`config.mk`:
```
export PLATFORM = sky130hd
export DESIGN_NAME = vga_screen_painter
export DESIGN_NICKNAME = d
export VERILOG_FILES = /design/src/rtl/vga_painter_pkg.sv /design/src/rtl/vga_pixel_scanner.sv /design/src/rtl/vga_screen_painter.sv
export SDC_FILE = /design/constraint.sdc
export NUM_CORES = 1
export LEC_CHECK = 0
export BUFFER_PORTS_ARGS = -buffer_cell sky130_fd_sc_hd__buf_2
export CORE_ASPECT_RATIO = 1.75
export CORE_MARGIN = 3
export CORE_UTILIZATION = 35
export CTS_BUF_LIST = sky130_fd_sc_hd__clkbuf_8
export DETAILED_ROUTE_END_ITERATION = 6
export HOLD_SLACK_MARGIN = 0.12
export PLACE_DENSITY = 0.54
export SLEW_MARGIN = 20
export SYNTH_ARGS = -nofsm -noshare
export SYNTH_HDL_FRONTEND = slang
export SYNTH_HIERARCHICAL = 1
export SYNTH_SLANG_ARGS = --single-unit
```
`constraint.sdc`:
```
create_clock -name clock -period 3 [get_ports clock]
set_input_delay 0.3 -clock clock [delete_from_list [all_inputs] [get_ports clock]]
set_output_delay 0.3 -clock clock [all_outputs]
set_load 0.01 [all_outputs]
```
`src/rtl/vga_painter_pkg.sv`:
```
// Shared types and default geometry for the full-screen VGA painter.
package vga_painter_pkg;

  typedef enum logic [1:0] {
    IDLE,
    SWEEP,
    FLUSH,
    DONE
  } painter_state_t;

  localparam int DEF_H_RES       = 320;
  localparam int DEF_V_RES       = 240;
  localparam int DEF_COLOUR_W    = 3;
  localparam int DEF_NUM_SCREENS = 4;

endpackage

```
`src/rtl/vga_pixel_scanner.sv`:
```
// Raster scan counters: column, row and running row base address (no multiply).
module vga_pixel_scanner
  import vga_painter_pkg::*;
#(
  parameter int H_RES  = DEF_H_RES,
  parameter int V_RES  = DEF_V_RES,
  parameter int X_W    = 9,
  parameter int Y_W    = 8,
  parameter int ADDR_W = 19
) (
  input  logic              clock,
  input  logic              resetn,
  input  logic              i_start,
  input  logic              i_adv,
  output logic [X_W-1:0]    o_sx,
  output logic [Y_W-1:0]    o_sy,
  output logic [ADDR_W-1:0] o_row_base,
  output logic              o_last
);

  logic [X_W-1:0]    r_sx;
  logic [Y_W-1:0]    r_sy;
  logic [ADDR_W-1:0] r_row_base;
  logic              w_x_end;
  logic              w_y_end;

  assign w_x_end = (r_sx == X_W'(H_RES - 1));
  assign w_y_end = (r_sy == Y_W'(V_RES - 1));

  always_ff @(posedge clock or negedge resetn) begin
    if (!resetn) begin
      r_sx       <= '0;
      r_sy       <= '0;
      r_row_base <= '0;
    end else if (i_start) begin
      r_sx       <= '0;
      r_sy       <= '0;
      r_row_base <= '0;
    end else if (i_adv) begin
      if (w_x_end) begin
        r_sx <= '0;
        if (w_y_end) begin
          r_sy       <= '0;
          r_row_base <= '0;
        end else begin
          r_sy       <= r_sy + Y_W'(1);
          r_row_base <= r_row_base + ADDR_W'(H_RES);
        end
      end else begin
        r_sx <= r_sx + X_W'(1);
      end
    end
  end

  assign o_sx       = r_sx;
  assign o_sy       = r_sy;
  assign o_row_base = r_row_base;
  assign o_last     = w_x_end && w_y_end;

endmodule

```
`src/rtl/vga_screen_painter.sv`:
```
// Sweeps a selectable screen image out of a synchronous ROM into vga_adapter.
// Optional build macro PAINTER_TRANSPARENT_EN: colour-0 pixels are not plotted.
module vga_screen_painter
  import vga_painter_pkg::*;
#(
  parameter int H_RES       = DEF_H_RES,
  parameter int V_RES       = DEF_V_RES,
  parameter int X_W         = 9,
  parameter int Y_W         = 8,
  parameter int COLOUR_W    = DEF_COLOUR_W,
  parameter int NUM_SCREENS = DEF_NUM_SCREENS,
  parameter int SEL_W       = $clog2(NUM_SCREENS),
  parameter int ADDR_W      = $clog2(NUM_SCREENS * H_RES * V_RES)
) (
  input  logic                clock,
  input  logic                resetn,
  input  logic [SEL_W-1:0]    screen_sel,
  input  logic                redraw,
  output logic [ADDR_W-1:0]   rom_addr,
  input  logic [COLOUR_W-1:0] rom_q,
  output logic [X_W-1:0]      x,
  output logic [Y_W-1:0]      y,
  output logic [COLOUR_W-1:0] colour,
  output logic                plot,
  output logic                busy,
  output logic                frame_done
);

  localparam int FRAME_PIX = H_RES * V_RES;

  painter_state_t    r_state;
  logic [SEL_W-1:0]  r_cur;
  logic [SEL_W-1:0]  r_pend;
  logic              r_pending;
  logic              r_boot;
  logic              r_chain;
  logic              r_busy;
  logic              r_frame_done;
  logic              r_plot_vld;
  logic [X_W-1:0]    r_x;
  logic [Y_W-1:0]    r_y;

  logic              w_sel_chg;
  logic              w_req;
  logic [SEL_W-1:0]  w_req_scr;
  logic              w_chain_now;
  logic [SEL_W-1:0]  w_chain_scr;
  logic              w_start;
  logic              w_adv;
  logic [X_W-1:0]    w_sx;
  logic [Y_W-1:0]    w_sy;
  logic [ADDR_W-1:0] w_row_base;
  logic [ADDR_W-1:0] w_frame_base;
  logic              w_last;

  // A selection change together with redraw collapses into one request for the new screen.
  always_comb begin
    w_sel_chg   = (int'(screen_sel) < NUM_SCREENS) && (screen_sel != r_cur);
    w_req       = w_sel_chg || redraw;
    w_req_scr   = w_sel_chg ? screen_sel : r_cur;
    w_chain_now = r_pending || w_req;
    w_chain_scr = w_req ? w_req_scr : r_pend;
    w_start     = ((r_state == IDLE) && (r_boot || w_chain_now)) ||
                  ((r_state == FLUSH) && w_chain_now);
    w_adv       = (r_state == SWEEP) || ((r_state == DONE) && r_chain);
  end

  vga_pixel_scanner #(
    .H_RES (H_RES),
    .V_RES (V_RES),
    .X_W   (X_W),
    .Y_W   (Y_W),
    .ADDR_W(ADDR_W)
  ) u_scanner (
    .clock     (clock),
    .resetn    (resetn),
    .i_start   (w_start),
    .i_adv     (w_adv),
    .o_sx      (w_sx),
    .o_sy      (w_sy),
    .o_row_base(w_row_base),
    .o_last    (w_last)
  );

  // A chained frame is decided at FLUSH so DONE already issues its first address,
  // leaving a single plot-free cycle between back-to-back frames.
  always_ff @(posedge clock or negedge resetn) begin
    if (!resetn) begin
      r_state      <= IDLE;
      r_cur        <= '0;
      r_pend       <= '0;
      r_pending    <= 1'b0;
      r_boot       <= 1'b1;
      r_chain      <= 1'b0;
      r_busy       <= 1'b0;
      r_frame_done <= 1'b0;
    end else begin
      r_frame_done <= (r_state == FLUSH);
      case (r_state)
        IDLE: begin
          if (r_boot) begin
            r_boot    <= 1'b0;
            r_cur     <= '0;
            r_pending <= w_sel_chg;
            r_pend    <= screen_sel;
            r_state   <= SWEEP;
            r_busy    <= 1'b1;
          end else if (w_chain_now) begin
            r_cur     <= w_chain_scr;
            r_pending <= 1'b0;
            r_state   <= SWEEP;
            r_busy    <= 1'b1;
          end
        end
        SWEEP: begin
          if (w_req) begin
            r_pending <= 1'b1;
            r_pend    <= w_req_scr;
          end
          if (w_last) r_state <= FLUSH;
        end
        FLUSH: begin
          r_state <= DONE;
          r_chain <= w_chain_now;
          if (w_chain_now) begin
            r_cur     <= w_chain_scr;
            r_pending <= 1'b0;
          end
        end
        DONE: begin
          if (w_req) begin
            r_pending <= 1'b1;
            r_pend    <= w_req_scr;
          end
          r_chain <= 1'b0;
          if (r_chain) begin
            r_state <= SWEEP;
          end else begin
            r_state <= IDLE;
            r_busy  <= 1'b0;
          end
        end
        default: begin
          r_state <= IDLE;
          r_busy  <= 1'b0;
        end
      endcase
    end
  end

  // Pixel stage: coordinates and valid follow the address stage by the ROM latency.
  always_ff @(posedge clock or negedge resetn) begin
    if (!resetn) begin
      r_plot_vld <= 1'b0;
      r_x        <= '0;
      r_y        <= '0;
    end else begin
      r_plot_vld <= w_adv;
      r_x        <= w_sx;
      r_y        <= w_sy;
    end
  end

  assign w_frame_base = ADDR_W'(r_cur) * ADDR_W'(FRAME_PIX);
  assign rom_addr     = w_frame_base + w_row_base + ADDR_W'(w_sx);
  assign x            = r_x;
  assign y            = r_y;
  assign colour       = r_plot_vld ? rom_q : '0;
  assign busy         = r_busy;
  assign frame_done   = r_frame_done;

`ifdef PAINTER_TRANSPARENT_EN
  assign plot = r_plot_vld && (rom_q != '0);
`else
  assign plot = r_plot_vld;
`endif

endmodule

```
==> key figures, run 1 <==
Clocking
  • Clock root buffer: clkbuf_8
  • H-tree depth: 3
  • CTS tree: done
  • Clock latency on the worst-skew pair: 340 ps
  • Hold_buf cts: 0
  • Clock transition at path regs: 70 ps
  • Clock buffer depth: 2
  • Clock Sinks: 59
  • TritonCTS Buffers: 9

Flow run
  • Max Cap Viol: 0

Detailed routing
  • Drt pass-1 iters: 4
  • Iter 0 DRT Violations: 189
  • Final WL: 9410 um
  • Via Count: 3230
  • Post-route ant nets: 0
  • Vias/cell: 5.43
  • Drc violations: 0
  • WL per Instance: 15.8 um

Global route
  • Number of global-route vias before repair: 3272
  • Overflow after GRT: 0
  • Largest net degree at the start of global routing: 60
  • GRT Overall Usage: 16.2%
  • Antenna violations before repair: 0
  • Global-route wire length before repair: 15600 um

Floorplanning
  • Die Wd: 84.1 um
  • Die Ht: 143 um
  • I/O pin count: 50
  • Die area: 12000 um2
  • Initial Util: 36.0%
  • Core outline area: 10400 um2
  • Row cnt: 49

Timing
  • Fin. Hold Viols: 0
  • Worst slew margin: 48.6%
  • Final period util: 96.7%
  • Clk_skew: 6.47 ps
  • Post-route minimum period: 2900 ps
  • Max Freq: 345 MHz
  • Final-report setup violation count: 0
  • Worst-margin pin slew: 771 ps
  • Setup_tns: 0 ps
  • RSZ-0062 raised after global routing: false
  • Final Slew Violations: 0

Layout
  • Layout cells sized above 1: 21.2%
  • Most frequent cells in the layout: 56 x dfrtp_1, 49 x buf_2, 31 x nor2_1, 31 x nand2_1, 27 x a21oi_1
  • Area growth, synth to finish: 18.3%
  • Final instance area: 4410 um2
  • Leading cell type in the layout, fill and taps excluded: dfrtp_1
  • Final #Nets: 499
  • Ant diodes: 0

Outcome
  • Status: complete, no violations

Placed design
  • GPL Wtd Cong: 0.864
  • Post-DP Area: 4120 um2
  • Port Buffer Count: 49
  • HPWL after DPL: 6910 um

Critical path
  • Worst setup EP type: output pin
  • Critical Path, Cell by Cell: inv_1 > ha_1 > inv_1 > ha_2 > a21oi_2 > o21ai_0 > a41oi_2 > o21ai_2 > o311a_1 > buf_2
  • Max FO, Critical Path: 6
  • Arr. time, crit path: 2600 ps
  • Crit-path leading delay family: compound AO/OA/AOI/OAI gates
  • CP bufs+invs: 3
  • CP most frequent cell: inv_1
  • Critical path data required time: 2700 ps
  • Startpoint types: register
  • WS Path Type: reg2out
  • Slowest stage delay, CP: 400 ps
  • Slowest CP cell: dfrtp_2

Synthesis
  • Post-synth ARST share: 100%
  • Yosys warning count: 6
  • #FFs+latches synth: 59
  • Mapped Avg Cell Area: 9.30 um2
  • Post-Syn Area: 3730 um2
  • Sequential area share after synthesis: 39.6%
  • Cells after Synth: 401
  • Synth Flop Type: dfrtp_1
  • EDFF count, synth: 0
  • Synth unique cells: 65

Power and ir drop
  • Total power: 0.00323 W
  • Sequential Power Share: 30.7%
  • Psw: 0.00127 W
  • Net Sw Frac: 39.2%
  • Logic pwr share: 45.5%
  • Peak supply drop: 0.601 mV
  • P_int: 0.00197 W
  • Leak: 2.21 nW
  • Power per cell area: 733 nW/um2
  • Clock power share: 23.9%

Hold path
  • Worst min-delay path category: in2async
[timing repair]
action / in CTS / in global routing
pin swaps: 1 / 1
buffers inserted: 3 / 3
endpoints found under the hold margin: 0 / 0
resized for setup: 5 / 5
endpoints found under the setup margin: 6 / 5
[area by class of cell]
cell class,count,area [um2]
clock buffer,9,124
clock inverter,7,83.8
fill,1025,5950
inverter,15,56.3
multi-input combinational,314,2150
sequential,59,1480
tap,127,159
timing repair buffer,64,358
[power by group through the flow]
stage / registers (W) / clock network (W) / logic, W
floorplan: 0.00100 / 0 / 0.000974
global placement: 0.00101 / 0 / 0.00137
detailed placement: 0.00102 / 0 / 0.00139
CTS: 0.00100 / 0.000798 / 0.00143
global route: 0.00101 / 0.000834 / 0.00166
finish: 0.000992 / 0.000772 / 0.00147
[flip-flops by register name (all words and copies together) (netlist names), 2 cells and up]
| name | count |
|---|---|
| u_scanner/o_row_base | 13 |
| u_scanner/o_sx | 9 |
| x | 9 |
| u_scanner/o_sy | 8 |
| y | 8 |
| r_cur | 2 |
| r_pend | 2 |
| r_state | 2 |
[logic make-up after synthesis]
logic type | count (synthesis) | share of synthesized area (%)
buf+inv | 33 | 4.29
fa+ha+maj | 28 | 9.59
xor+xnor | 23 | 5.40
flops | 59 | 39.6
compound gates | 109 | 19.3
mux | 6 | 1.61
other cells | 1 | 0.101
simple gates | 142 | 20.1
[path summary, 6_finish.rpt]
kind / startpoint / to / slack [ps] / depth (start not counted)
worst max register to register: r_cur[0] / u_scanner/o_row_base[17] / 310 / 10
worst max-delay path: r_cur[0] / rom_addr[18] / 100 / 10
min in group clock: screen_sel[1] / r_cur[1] / 350 / 3
worst min-delay path: resetn / r_pend[1] / 120 / 2
worst min register to register: u_scanner/o_sy[1] / y[1] / 440 / 0
max in group asynchronous: resetn / r_cur[1] / 2340 / 2
[through the flow]
| step | hold slack (ps) | setup slack (ps) | instances | utilization, % |
|---|---|---|---|---|
| 3_5_place_dp | 417 | 115 | 573 | 39.7 |
| 3_3_place_gp | 415 | 219 | 573 | 39.7 |
| 2_1_floorplan | 4.41 | 575 | 406 | - |
| 4_1_cts | 140 | 24.4 | 592 | 42.1 |
| 5_1_grt | 180 | 1.75 | 595 | 42.6 |
| 6_report | 118 | 98.9 | 595 | 42.6 |
[cells in the mapped netlist (4+ instances only)]
cell type	number	area share (%)
nand3_1	13	1.7
nor3_1	9	1.2
a31oi_1	7	1.2
inv_1	15	1.5
or3_1	5	0.84
ha_1	27	9.1
o21ai_0	26	3.5
nor2_1	32	3.2
dfrtp_1	58	39
nor2b_1	4	0.67
a21oi_1	29	3.9
a22o_1	6	1.4
buf_2	5	0.67
and2_1	7	1.2
buf_4	8	1.6
mux2i_1	6	1.6
and3_1	7	1.2
a21o_1	11	2.2
xnor2_1	11	2.6
nand2_1	31	3.1
a211oi_1	5	1.0
nand4_1	7	1.2
xor2_1	12	2.8
clkbuf_1	5	0.50
[layer usage]
| metal | part of all wire [%] | vias to the layer above | track usage (%) |
|---|---|---|---|
| li1 | - | 1581 | - |
| met1 | 40 | 1546 | 17.1 |
| met2 | 53 | 81 | 30.2 |
| met3 | 3.4 | 22 | 2.84 |
| met4 | 3.5 | 0 | 8.81 |
| met5 | 0 | - | 0 |
No activity file was read; power rests on OpenSTA's default activity.
==> inputs of run 2 (changes only) <==
--- a/config.mk
+++ b/config.mk
@@ -6,10 +6,12 @@
 export NUM_CORES = 1
 export LEC_CHECK = 0
 export BUFFER_PORTS_ARGS = -buffer_cell sky130_fd_sc_hd__buf_2
+export CAP_MARGIN = 20
 export CORE_ASPECT_RATIO = 1.75
 export CORE_MARGIN = 3
 export CORE_UTILIZATION = 35
 export CTS_BUF_LIST = sky130_fd_sc_hd__clkbuf_8
+export CTS_CLUSTER_DIAMETER = 100
 export DETAILED_ROUTE_END_ITERATION = 6
 export HOLD_SLACK_MARGIN = 0.12
 export PLACE_DENSITY = 0.54
==> constraint.sdc (replaced) <==
create_clock -name clock -period 3.2 [get_ports clock]
set_input_delay 0.32 -clock clock [delete_from_list [all_inputs] [get_ports clock]]
set_output_delay 0.32 -clock clock [all_outputs]
set_load 0.01 [all_outputs]
==> run 2 against run 1 <==
Compared with the run above:
- critical path depth shrank 1
- first-iteration DRC count increased by 11%
- clock power fell by 27%
- die area unchanged
- flip-flop and latch count unchanged
- register-to-register slack improved by 130 ps
- combinational power is 11% lower
- via count decreased by 2.0%
- power fell by 13%
- non-clock buffer count down 5
- routed wire length decreased by 3.8%
- global-route usage shrank 0.47 points
- critical path type unchanged
- largest power group unchanged
- highest routed layer unchanged
==> key figures, run 2 (synthesized netlist as in run 1, its figures left out) <==
Timing
  • Worst-margin pin slew: 934 ps (+163 ps)
  • Fin. Hold Viols: 0 (unchanged)
  • Setup_tns: 0 ps (unchanged)
  • Final-report setup violation count: 0 (unchanged)
  • Post-route minimum period: 3040 ps
  • Final Slew Violations: 0 (unchanged)
  • Clk_skew: 11.7 ps (+5.18 ps)
  • Worst hold margin: 122 ps (+4.22 ps)
  • Final period util: 95.0%
  • Max Freq: 329 MHz
  • Setup ws final: 160 ps (+60.8 ps)
  • Worst slew margin: 37.7% (-11 points)

Placed design
  • HPWL after DPL: 6730 um (-2.6%)
  • Setup WS pre-CTS: 328 ps (+213 ps)
  • GPL Wtd Cong: 0.842 (-2.5%)
  • Port Buffer Count: 49 (unchanged)

Layout
  • Final core occ: 41.5% (-1.1 points)
  • Ant diodes: 0 (unchanged)
  • Most frequent cells in the layout: 56 x dfrtp_1, 49 x buf_2, 32 x nor2_1
  • Area growth, synth to finish: 15.1%
  • Largest register FFs: 13 (unchanged)
  • Layout cells sized above 1: 18.8% (-2.3 points)
  • Final #Nets: 494 (-1.0%)
  • Leading cell type in the layout, fill and taps excluded: dfrtp_1

Critical path
  • WS Path Type: reg2out
  • Slowest stage delay, CP: 460 ps (+60 ps)
  • Setup slack, reg-to-reg: 440 ps (+130 ps)
  • Critical Path, Cell by Cell: ha_1 > inv_1 > ha_1 > a21oi_2 > o21ai_0 > a41oi_1 > o21ai_2 > o311a_1 > buf_2
  • Reg-to-reg endpoint: u_scanner/o_row_base[16]
  • Worst path depth: 9 (-1)
  • Slowest CP cell: dfrtp_2
  • Critical path data required time: 2880 ps (+180 ps)
  • Worst R2R Path Depth: 9 (-1)
  • Crit path launch: r_cur[1]
  • CP most frequent cell: ha_1
  • FF-to-FF Start: r_cur[0]
  • CP bufs+invs: 2 (-1)
  • Startpoint types: register
  • Max FO, Critical Path: 6 (unchanged)
  • Worst setup EP type: output pin
  • Arr. time, crit path: 2720 ps (+120 ps)
  • Crit-path leading delay family: compound AO/OA/AOI/OAI gates
  • CP endpoint: rom_addr[18]

Clocking
  • TritonCTS Buffers: 9 (unchanged)
  • Hold_buf cts: 0 (unchanged)
  • Clock transition at path regs: 60 ps (about the same)
  • Clock buffer depth: 2 (unchanged)
  • Clock Sinks: 59 (unchanged)
  • Clock root buffer: clkbuf_8
  • CTS tree: done
  • H-tree depth: 3 (unchanged)
  • Clock latency on the worst-skew pair: 340 ps (about the same)

Global route
  • Antenna violations before repair: 0 (unchanged)
  • Global-route wire length before repair: 15200 um (-2.5%)
  • GRT Overall Usage: 15.8% (-0.47 points)
  • Overflow after GRT: 0 (unchanged)
  • Largest net degree at the start of global routing: 42 (-30%)
  • Number of global-route vias before repair: 3136 (-4.2%)

Power and ir drop
  • Leak: 2.17 nW (-1.9%)
  • Peak supply drop: 0.430 mV (-28%)
  • Logic pwr share: 46.7% (+1.2 points)
  • P_int: 0.00166 W (-15%)
  • Clock power share: 20.0% (-3.9 points)
  • Power per cell area: 653 nW/um2 (-11%)
  • Net Sw Frac: 40.7% (+1.5 points)
  • Psw: 0.00114 W (-10%)
  • Sequential Power Share: 33.4% (+2.7 points)
  • Total power: 0.00280 W (-13%)

Detailed routing
  • Final WL: 9050 um (-3.8%)
  • Post-route ant nets: 0 (unchanged)
  • WL per Instance: 15.4 um (-2.8%)
  • Via Count: 3164 (-2.0%)
  • Drc violations: 0 (unchanged)
  • Vias/cell: 5.37 (-1.0%)
  • Iter 0 DRT Violations: 210 (+11%)
  • Drt pass-1 iters: 4 (unchanged)

Floorplanning
  • Die area: 12000 um2 (unchanged)
  • Core outline area: 10400 um2 (unchanged)
  • Initial Util: 36.0% (unchanged)
  • I/O pin count: 50 (unchanged)
  • Die Wd: 84.1 um (unchanged)
  • Die Ht: 143 um (unchanged)
  • Row cnt: 49 (unchanged)

Flow run
  • Max Cap Viol: 0 (unchanged)

Hold path
  • Worst min-delay path category: in2async

Outcome
  • Status: complete, no violations
==> run 2: changes by cell type in the layout (fill, tap and decap cells not counted), sizes merged <==
cell    previous run  this run
inv               16        17
bufinv             2         0
clkinv             4         3
clkbuf             9        10
buf               64        59
==> run 2: how the worst min path moves through the flow <==
stage,cells past startpoint,startpoint,slack [ps],to
after floorplan,0,resetn,20,busy
after global placement,0,u_scanner/o_sy[1],410,y[1]
after detailed placement,0,u_scanner/o_sy[1],410,y[1]
after CTS,1,resetn,150,u_scanner/o_sy[4]
after global routing,1,resetn,180,y[6]
final,1,resetn,120,r_pend[1]
==> run 2: final cells by class <==
type	instances	area, um2
Sequential cell	59	1480
Tap cell	127	159
Clock inverter	5	22.5
Inverter	15	56.3
Clock buffer	10	138
Fill cell	1051	6070
Multi-Input combinational cell	314	2120
Timing Repair Buffer	59	320
==> run 2: metrics by stage <==
| step | cells | instance area (um2) |
|---|---|---|
| 2_1_floorplan | 406 | 3750 |
| 6_report | 589 | 4300 |
| 4_1_cts | 586 | 4260 |
| 3_5_place_dp | 571 | 4100 |
| 5_1_grt | 589 | 4300 |
| 3_3_place_gp | 571 | 4100 |
==> run 2: layer usage <==
metal  global-route usage [%]  routed length [um]  vias to the layer above
met5                        0                   0                        -
met4                     8.31                 342                        0
li1                         -                   -                     1564
met2                     29.0                4900                       64
met1                     17.1                3540                     1511
met3                     2.61                 270                       25
==> run 2: power groups by stage <==
stage / sequential, W / clock (W) / combinational (W)
2_1_floorplan: 0.000940 / 0 / 0.000913
3_3_place_gp: 0.000951 / 0 / 0.00126
3_5_place_dp: 0.000953 / 0 / 0.00127
4_1_cts: 0.000943 / 0.000585 / 0.00128
5_1_grt: 0.000951 / 0.000616 / 0.00149
6_report: 0.000936 / 0.000560 / 0.00131
==> run 2: what timing repair did <==
action | 4_1_cts | 5_1_grt
resized for setup | 1 | 3
setup endpoints to repair | 1 | 3
pin swaps | 0 | 0
buffers inserted | 0 | 3
